File: src/rtl/halt_dump_ctrl.sv
// halt_dump_ctrl
//   Processor-side end of the simulation completion handshake. On a sampled
//   `complete` it freezes fetch, waits for the pipeline to drain, streams the
//   architectural register file out over a valid/ready dump port and then
//   raises a sticky `done`.
//
// Ports
//   clk, reset      single clock, synchronous active-high reset
//   complete        halt request from the bench (level, only looked at in RUN)
//   pipe_empty      no instruction in flight past fetch
//   retire          one-cycle pulse per retired instruction
//   fetch_stall     hold fetch PC / insert bubbles
//   rf_raddr        spare register-file read port address
//   rf_rdata        asynchronous read data for rf_raddr
//   dump_valid/dump_ready/dump_addr/dump_data   register dump stream
//   retired_count   retired instructions, frozen once the dump starts
//   done            dump finished, sticky until reset
//
// state | meaning
// RUN   | normal execution, counting retires, watching complete
// DRAIN | fetch frozen, waiting DRAIN_MIN cycles and for pipe_empty
// DUMP  | streaming registers 0..NUM_REGS-1 out of the dump port
// DONE  | dump finished, everything frozen until reset

module halt_dump_ctrl #(
  parameter int NUM_REGS  = 32,
  parameter int ADDR_W    = 5,
  parameter int DATA_W    = 32,
  parameter int DRAIN_MIN = 4
) (
  input  logic              clk,
  input  logic              reset,
  input  logic              complete,
  input  logic              pipe_empty,
  input  logic              retire,
  output logic              fetch_stall,
  output logic [ADDR_W-1:0] rf_raddr,
  input  logic [DATA_W-1:0] rf_rdata,
  output logic              dump_valid,
  input  logic              dump_ready,
  output logic [ADDR_W-1:0] dump_addr,
  output logic [DATA_W-1:0] dump_data,
  output logic [31:0]       retired_count,
  output logic              done
);

  localparam int CNT_W = (DRAIN_MIN > 1) ? $clog2(DRAIN_MIN) : 1;
  localparam logic [CNT_W-1:0]  DRAIN_LAST = CNT_W'(DRAIN_MIN - 1);
  localparam logic [ADDR_W-1:0] LAST_IDX   = ADDR_W'(NUM_REGS - 1);

  typedef enum logic [1:0] {
    S_RUN   = 2'd0,
    S_DRAIN = 2'd1,
    S_DUMP  = 2'd2,
    S_DONE  = 2'd3
  } state_t;

  state_t              state_q, state_d;
  logic [CNT_W-1:0]    drain_cnt_q, drain_cnt_d;
  logic                fetch_stall_q, fetch_stall_d;
  logic [ADDR_W-1:0]   rf_raddr_q, rf_raddr_d;
  logic                dump_valid_q, dump_valid_d;
  logic [ADDR_W-1:0]   dump_addr_q, dump_addr_d;
  logic [DATA_W-1:0]   dump_data_q, dump_data_d;
  logic [31:0]         retired_count_q, retired_count_d;
  logic                done_q, done_d;
  logic                load_beat;

  always_comb begin
    state_d         = state_q;
    drain_cnt_d     = drain_cnt_q;
    rf_raddr_d      = rf_raddr_q;
    dump_valid_d    = dump_valid_q;
    dump_addr_d     = dump_addr_q;
    dump_data_d     = dump_data_q;
    retired_count_d = retired_count_q;
    load_beat       = 1'b0;

    unique case (state_q)
      S_RUN: begin
        drain_cnt_d = '0;
        if (complete) state_d = S_DRAIN;
      end
      S_DRAIN: begin
        if (drain_cnt_q >= DRAIN_LAST && pipe_empty) begin
          state_d = S_DUMP;
        end else if (drain_cnt_q < DRAIN_LAST) begin
          drain_cnt_d = drain_cnt_q + CNT_W'(1);
        end
      end
      S_DUMP: begin
        // First DUMP cycle has no beat yet: it only loads beat 0, so the
        // registered data is settled before dump_valid is ever seen.
        if (!dump_valid_q) begin
          load_beat = 1'b1;
        end else if (dump_ready) begin
          if (dump_addr_q == LAST_IDX) begin
            state_d      = S_DONE;
            dump_valid_d = 1'b0;
          end else begin
            load_beat = 1'b1;
          end
        end
      end
      S_DONE: begin
      end
      default: state_d = S_RUN;
    endcase

    // rf_raddr runs one index ahead of the presented beat so that a
    // transfer can load the next beat in the same cycle.
    if (load_beat) begin
      dump_valid_d = 1'b1;
      dump_addr_d  = rf_raddr_q;
      dump_data_d  = rf_rdata;
      if (rf_raddr_q != LAST_IDX) rf_raddr_d = rf_raddr_q + ADDR_W'(1);
    end

    if (retire && (state_q == S_RUN || state_q == S_DRAIN)) begin
      retired_count_d = retired_count_q + 32'd1;
    end

    fetch_stall_d = (state_d != S_RUN);
    done_d        = (state_d == S_DONE);
  end

  always_ff @(posedge clk) begin
    if (reset) begin
      state_q         <= S_RUN;
      drain_cnt_q     <= '0;
      fetch_stall_q   <= 1'b0;
      rf_raddr_q      <= '0;
      dump_valid_q    <= 1'b0;
      dump_addr_q     <= '0;
      dump_data_q     <= '0;
      retired_count_q <= '0;
      done_q          <= 1'b0;
    end else begin
      state_q         <= state_d;
      drain_cnt_q     <= drain_cnt_d;
      fetch_stall_q   <= fetch_stall_d;
      rf_raddr_q      <= rf_raddr_d;
      dump_valid_q    <= dump_valid_d;
      dump_addr_q     <= dump_addr_d;
      dump_data_q     <= dump_data_d;
      retired_count_q <= retired_count_d;
      done_q          <= done_d;
    end
  end

  assign fetch_stall   = fetch_stall_q;
  assign rf_raddr      = rf_raddr_q;
  assign dump_valid    = dump_valid_q;
  assign dump_addr     = dump_addr_q;
  assign dump_data     = dump_data_q;
  assign retired_count = retired_count_q;
  assign done          = done_q;

endmodule
File: config.mk
export PLATFORM = sky130hd
export DESIGN_NAME = halt_dump_ctrl
export DESIGN_NICKNAME = d
export VERILOG_FILES = /design/src/rtl/halt_dump_ctrl.sv
export SDC_FILE = /design/constraint.sdc
export NUM_CORES = 1
export LEC_CHECK = 0
export ABC_AREA = 1
export BUFFER_PORTS_ARGS = -buffer_cell sky130_fd_sc_hd__buf_2
export CORE_MARGIN = 2
export CORE_UTILIZATION = 53
export CTS_BUF_LIST = sky130_fd_sc_hd__clkbuf_8
export CTS_CLUSTER_DIAMETER = 80
export DETAILED_ROUTE_END_ITERATION = 8
export PLACE_DENSITY = 0.82
export SETUP_SLACK_MARGIN = 0.4
export SYNTH_ARGS = -nofsm -noshare
export SYNTH_HDL_FRONTEND = slang
export SYNTH_SLANG_ARGS = --single-unit
File: constraint.sdc
create_clock -name clk -period 1.8 [get_ports clk]
set_clock_uncertainty 0.15 [all_clocks]
set_input_delay 0.27 -clock clk [delete_from_list [all_inputs] [get_ports clk]]
set_output_delay 0.27 -clock clk [all_outputs]
set_load 0.02 [all_outputs]
==> metrics.md <==
| Metric | Value |
|---|---|
| Yosys top cell area share | 0.444 |
| Proportion of total power due to net switching | 0.238 |
| Arr. time, crit path | ~1.8 ns |
| CTS H-tree depth | 3 |
| Post-synthesis instance area | around 3600 sq um |
| Maximum buffer depth of the clock tree | 2 |
| Number of distinct standard cells referenced by the synthesized netlist | 34 |
| Cell Chain, Critical Path | inv_1, nand2_2, clkinv_4, buf_4, nand2_8, nand2_1, a21oi_1 |
| Via count of the first global-routing pass | about 3500 |
| I/O pin total | 115 |
| Total iterations of the first detailed-routing run | 5 |
| Period utilisation layout | 0.917 |
| Fraction of layout instances using a drive strength above 1 | 0.417 |
| Overflow after GRT | 0 |
| Remaining DRCs | 0 |
| CTS sink count | 81 |
| Via count | 4072 |
| Routed length per instance | 15.8 um |
| Placed wire-length estimate | ~6300 um |
| Total negative slack | 0 ns |
| Highest clock rate | 606 MHz |
| Yosys warns | 0 |
| First-pass GRT wire length | 15900 um |
| Initial core utilization | 0.543 |
| Buffers & Inverters on Critical Path | 3 |
| Synth Area in Compound Gates | 0.103 |
| Transition time at the pin with the least slew margin | 0.788 ns |
| Startpoint kind of the worst setup timing path | flip-flop |
| Clock-pin slew on the worst setup and hold paths | 0.10 ns |
| Setup repair after global routing missed its margin | yes |
| Maximum fanout encountered on the critical timing path | 9 |
| Status | completed |
| Fin area | 5180 sq um |
| Relative slew slack | 0.472 |
| Die Span X | 87.0 um |
| Hold/Removal Path Class | primary input to flip-flop |
| Die Footprint | 7570 sq um |
| Worst path top cell family by delay | buffers and inverters |
| Overall power consumption | 3.39 mW |
| Vias per std cell | roughly 5.5 |
| PortBufs | 114 |
| Clock Latency Late Sink | ~0.36 ns |
| Synth area leaders | dfxtp_1 44%, nand2_1 13%, a21oi_1 7.4% |
| Final worst setup slack | around 0.15 ns |
| Clock tree from TritonCTS | done |
| Worst voltage drop across the vdd grid | slightly above 0.0005 V |
| Final Setup Violations | 0 |
| Initial detailed-routing violation count | 248 |
| Global Route Usage Sum | 0.264 |
| Fillcell total | 460 |
| Crit-path max cell delay | about 0.37 ns |
| Sum of routed wire length over all layers | 11600 um |
| Slew Viols, Final | 0 |
| Pint | ~2.6 mW |
| Top cell type by total area after synthesis | dfxtp_1 |
| Count of nets left with antenna violations after detail routing | 0 |
| Area of the core region | 6720 sq um |
| Hold_buf cts | 0 |
| Average instance area after synthesis | 7.23 sq um |
| Switching component of the power | 805 uW |
| Critical Path Sink Type | flip-flop |
| Placer Congestion | 0.832 |
| Fraction of power consumed by sequential logic | 0.532 |
| Main combinational cell family by area after synthesis | simple AND/OR/NAND/NOR gates |
| Area post-placement | between 4000 and 5000 sq um |
| Post-synthesis adder-cell area fraction | 0.0137 |
| Category of the critical setup timing path | flip-flop to flip-flop |
| Post-synthesis xor/xnor area fraction | 0.00960 |
| Net count after synthesis | 547 |
| Critical path data required time | 1.90 ns |
| Max-Cap Viols | 0 |
| Simple-gate portion of the synthesized area | 0.349 |
| Ant. Diodes | 0 |
| Power share of the clock group | 0.422 |
| Lkg Pwr | 2.26 nW |
| Area of the multi-input gates | 2060 sq um |
| Sequential-to-total area share from yosys stat | 0.444 |
| Multiplexer fraction of the synthesized cell area | 0 |
| Hold Slack | approximately 0.022 ns |
| Area used by sequential logic in the layout | 1690 sq um |
| Final Hold Viols | 0 |
| Pin count of the biggest net entering global routing | 54 |
| Gate count after technology mapping | 505 |
| Total of flip-flops plus latches after synthesis | 81 |
| Cell with the largest stage delay on the worst path | dfxtp_2 |
| Initial antenna violation count | 0 |
| Proportion of power drawn by combinational gates | 0.046 |
| Fin crit period | roughly 1.7 ns |
| Pwr Density | 653 nW/um^2 |
| Post-Place Setup Slack | 0.101 ns |
| CTS buffer count | 9 |
| Count of nets after finishing | roughly 690 |
| Chip height | 87.0 um |
| Layout Area Growth over Synthesis | 42.1% |
| Root Driver | clkbuf_8 |
| Number of rows created at floorplan | 30 |
## state kept, by name (all words and copies together) (netlist names)
register and count:
drain_cnt_q 2, retired_count 32, rf_raddr 5, dump_valid 1
fetch_stall 1, done 1, dump_data 32, dump_addr 5
state_q 2
## cell type report
class                      instances  share of cell area
clock buffer                      11              0.0292
clock inverter                     5              0.0118
inverter                          50              0.0376
multi-input combinational        360               0.396
sequential                        81               0.325
tap                               80              0.0193
timing repair buffer             146               0.179
timing repair inverter             1             0.00169
## power groups by stage
stage	logic, mW	registers (mW)	clock network [mW]
2_1_floorplan	0.0658	1.85	0
3_5_place_dp	0.136	1.84	0
4_1_cts	0.141	1.80	1.43
3_3_place_gp	0.132	1.84	0
6_report	0.155	1.80	1.43
5_1_grt	0.167	1.80	1.52
## worst min-delay path, stage by stage
cell and delay, ns:
buf_2 0.10, nand3_1 0.07, a21oi_1 0.06
## path summary, 6_finish.rpt
check / slack [ns] / endpoint / startpoint / cells after the start
worst max register to register: 0.15 / dump_addr[0] / state_q[0] / 7
worst max-delay path: 0.15 / dump_addr[0] / state_q[0] / 7
worst min register to register: 0.31 / dump_data[8] / dump_data[8] / 2
worst min-delay path: 0.02 / dump_data[25] / rf_rdata[25] / 3
## cells in the mapped netlist
cell,n
a21boi_0,1
a21oi_1,54
a31oi_1,3
buf_1,1
buf_2,3
buf_4,3
buf_6,2
clkbuf_1,11
clkinv_1,1
dfxtp_1,81
ha_1,4
inv_1,40
inv_2,9
nand2_1,124
nand2_2,1
nand2_4,1
nand3_1,54
nand3_2,4
nand3_4,2
nand4_1,15
nor2_1,56
nor2_2,4
nor2_4,3
nor2_8,1
nor3_1,3
nor3_2,1
nor3_4,1
nor3b_1,2
nor4_1,1
o21a_1,1
o21ai_0,11
o21ai_1,2
o21bai_1,1
xor2_1,4
## what timing repair did
action                                 4_1_cts  5_1_grt
setup endpoints to repair                   70       82
gates cloned                                 5        3
pin swaps                                   10       16
buffers inserted                            19        7
endpoints found under the hold margin        0        0
resized for setup                           22       58
## logic make-up after synthesis
family | Yosys count
AO/OA/AOI/OAI | 73
buffers and inverters | 70
adder cells (fa/ha/maj) | 4
flip-flops | 81
XOR/XNOR | 4
AND/OR/NAND/NOR | 273
## stage by stage
stage | utilization | cells
after CTS | 0.728 | 724
final | 0.772 | 734
after global routing | 0.772 | 734
after detailed placement | 0.650 | 684
after global placement | 0.650 | 684
after floorplan | - | 505
## layout by cell type (no fill, tap or decap), types with 2 or more instances in the layout
cell	count
nand2_8	5
xor2_1	4
nor2_2	7
nand3_4	4
inv_1	39
buf_2	111
buf_6	9
buf_4	20
nor2_4	6
buf_12	4
nand2_1	109
a31oi_1	3
nor2_1	52
dfxtp_4	8
inv_2	8
dfxtp_2	27
nand3_1	48
clkbuf_8	11
a21oi_2	9
clkinv_4	2
inv_4	2
nor3_2	2
a21oi_1	44
nand2_2	11
nand2_4	5
o21ai_0	11
ha_4	2
nand4_1	15
nand3_2	8
dfxtp_1	46
nor3_1	2
## per-layer routing
layer / part of all wire / vias up / global-route usage
li1: - / 1947 / -
met5: 0 / - / 0
met2: 0.51 / 188 / 0.464
met3: 0.060 / 38 / 0.0379
met1: 0.39 / 1899 / 0.323
met4: 0.032 / 0 / 0.108
(Power assumes the default switching activity.)
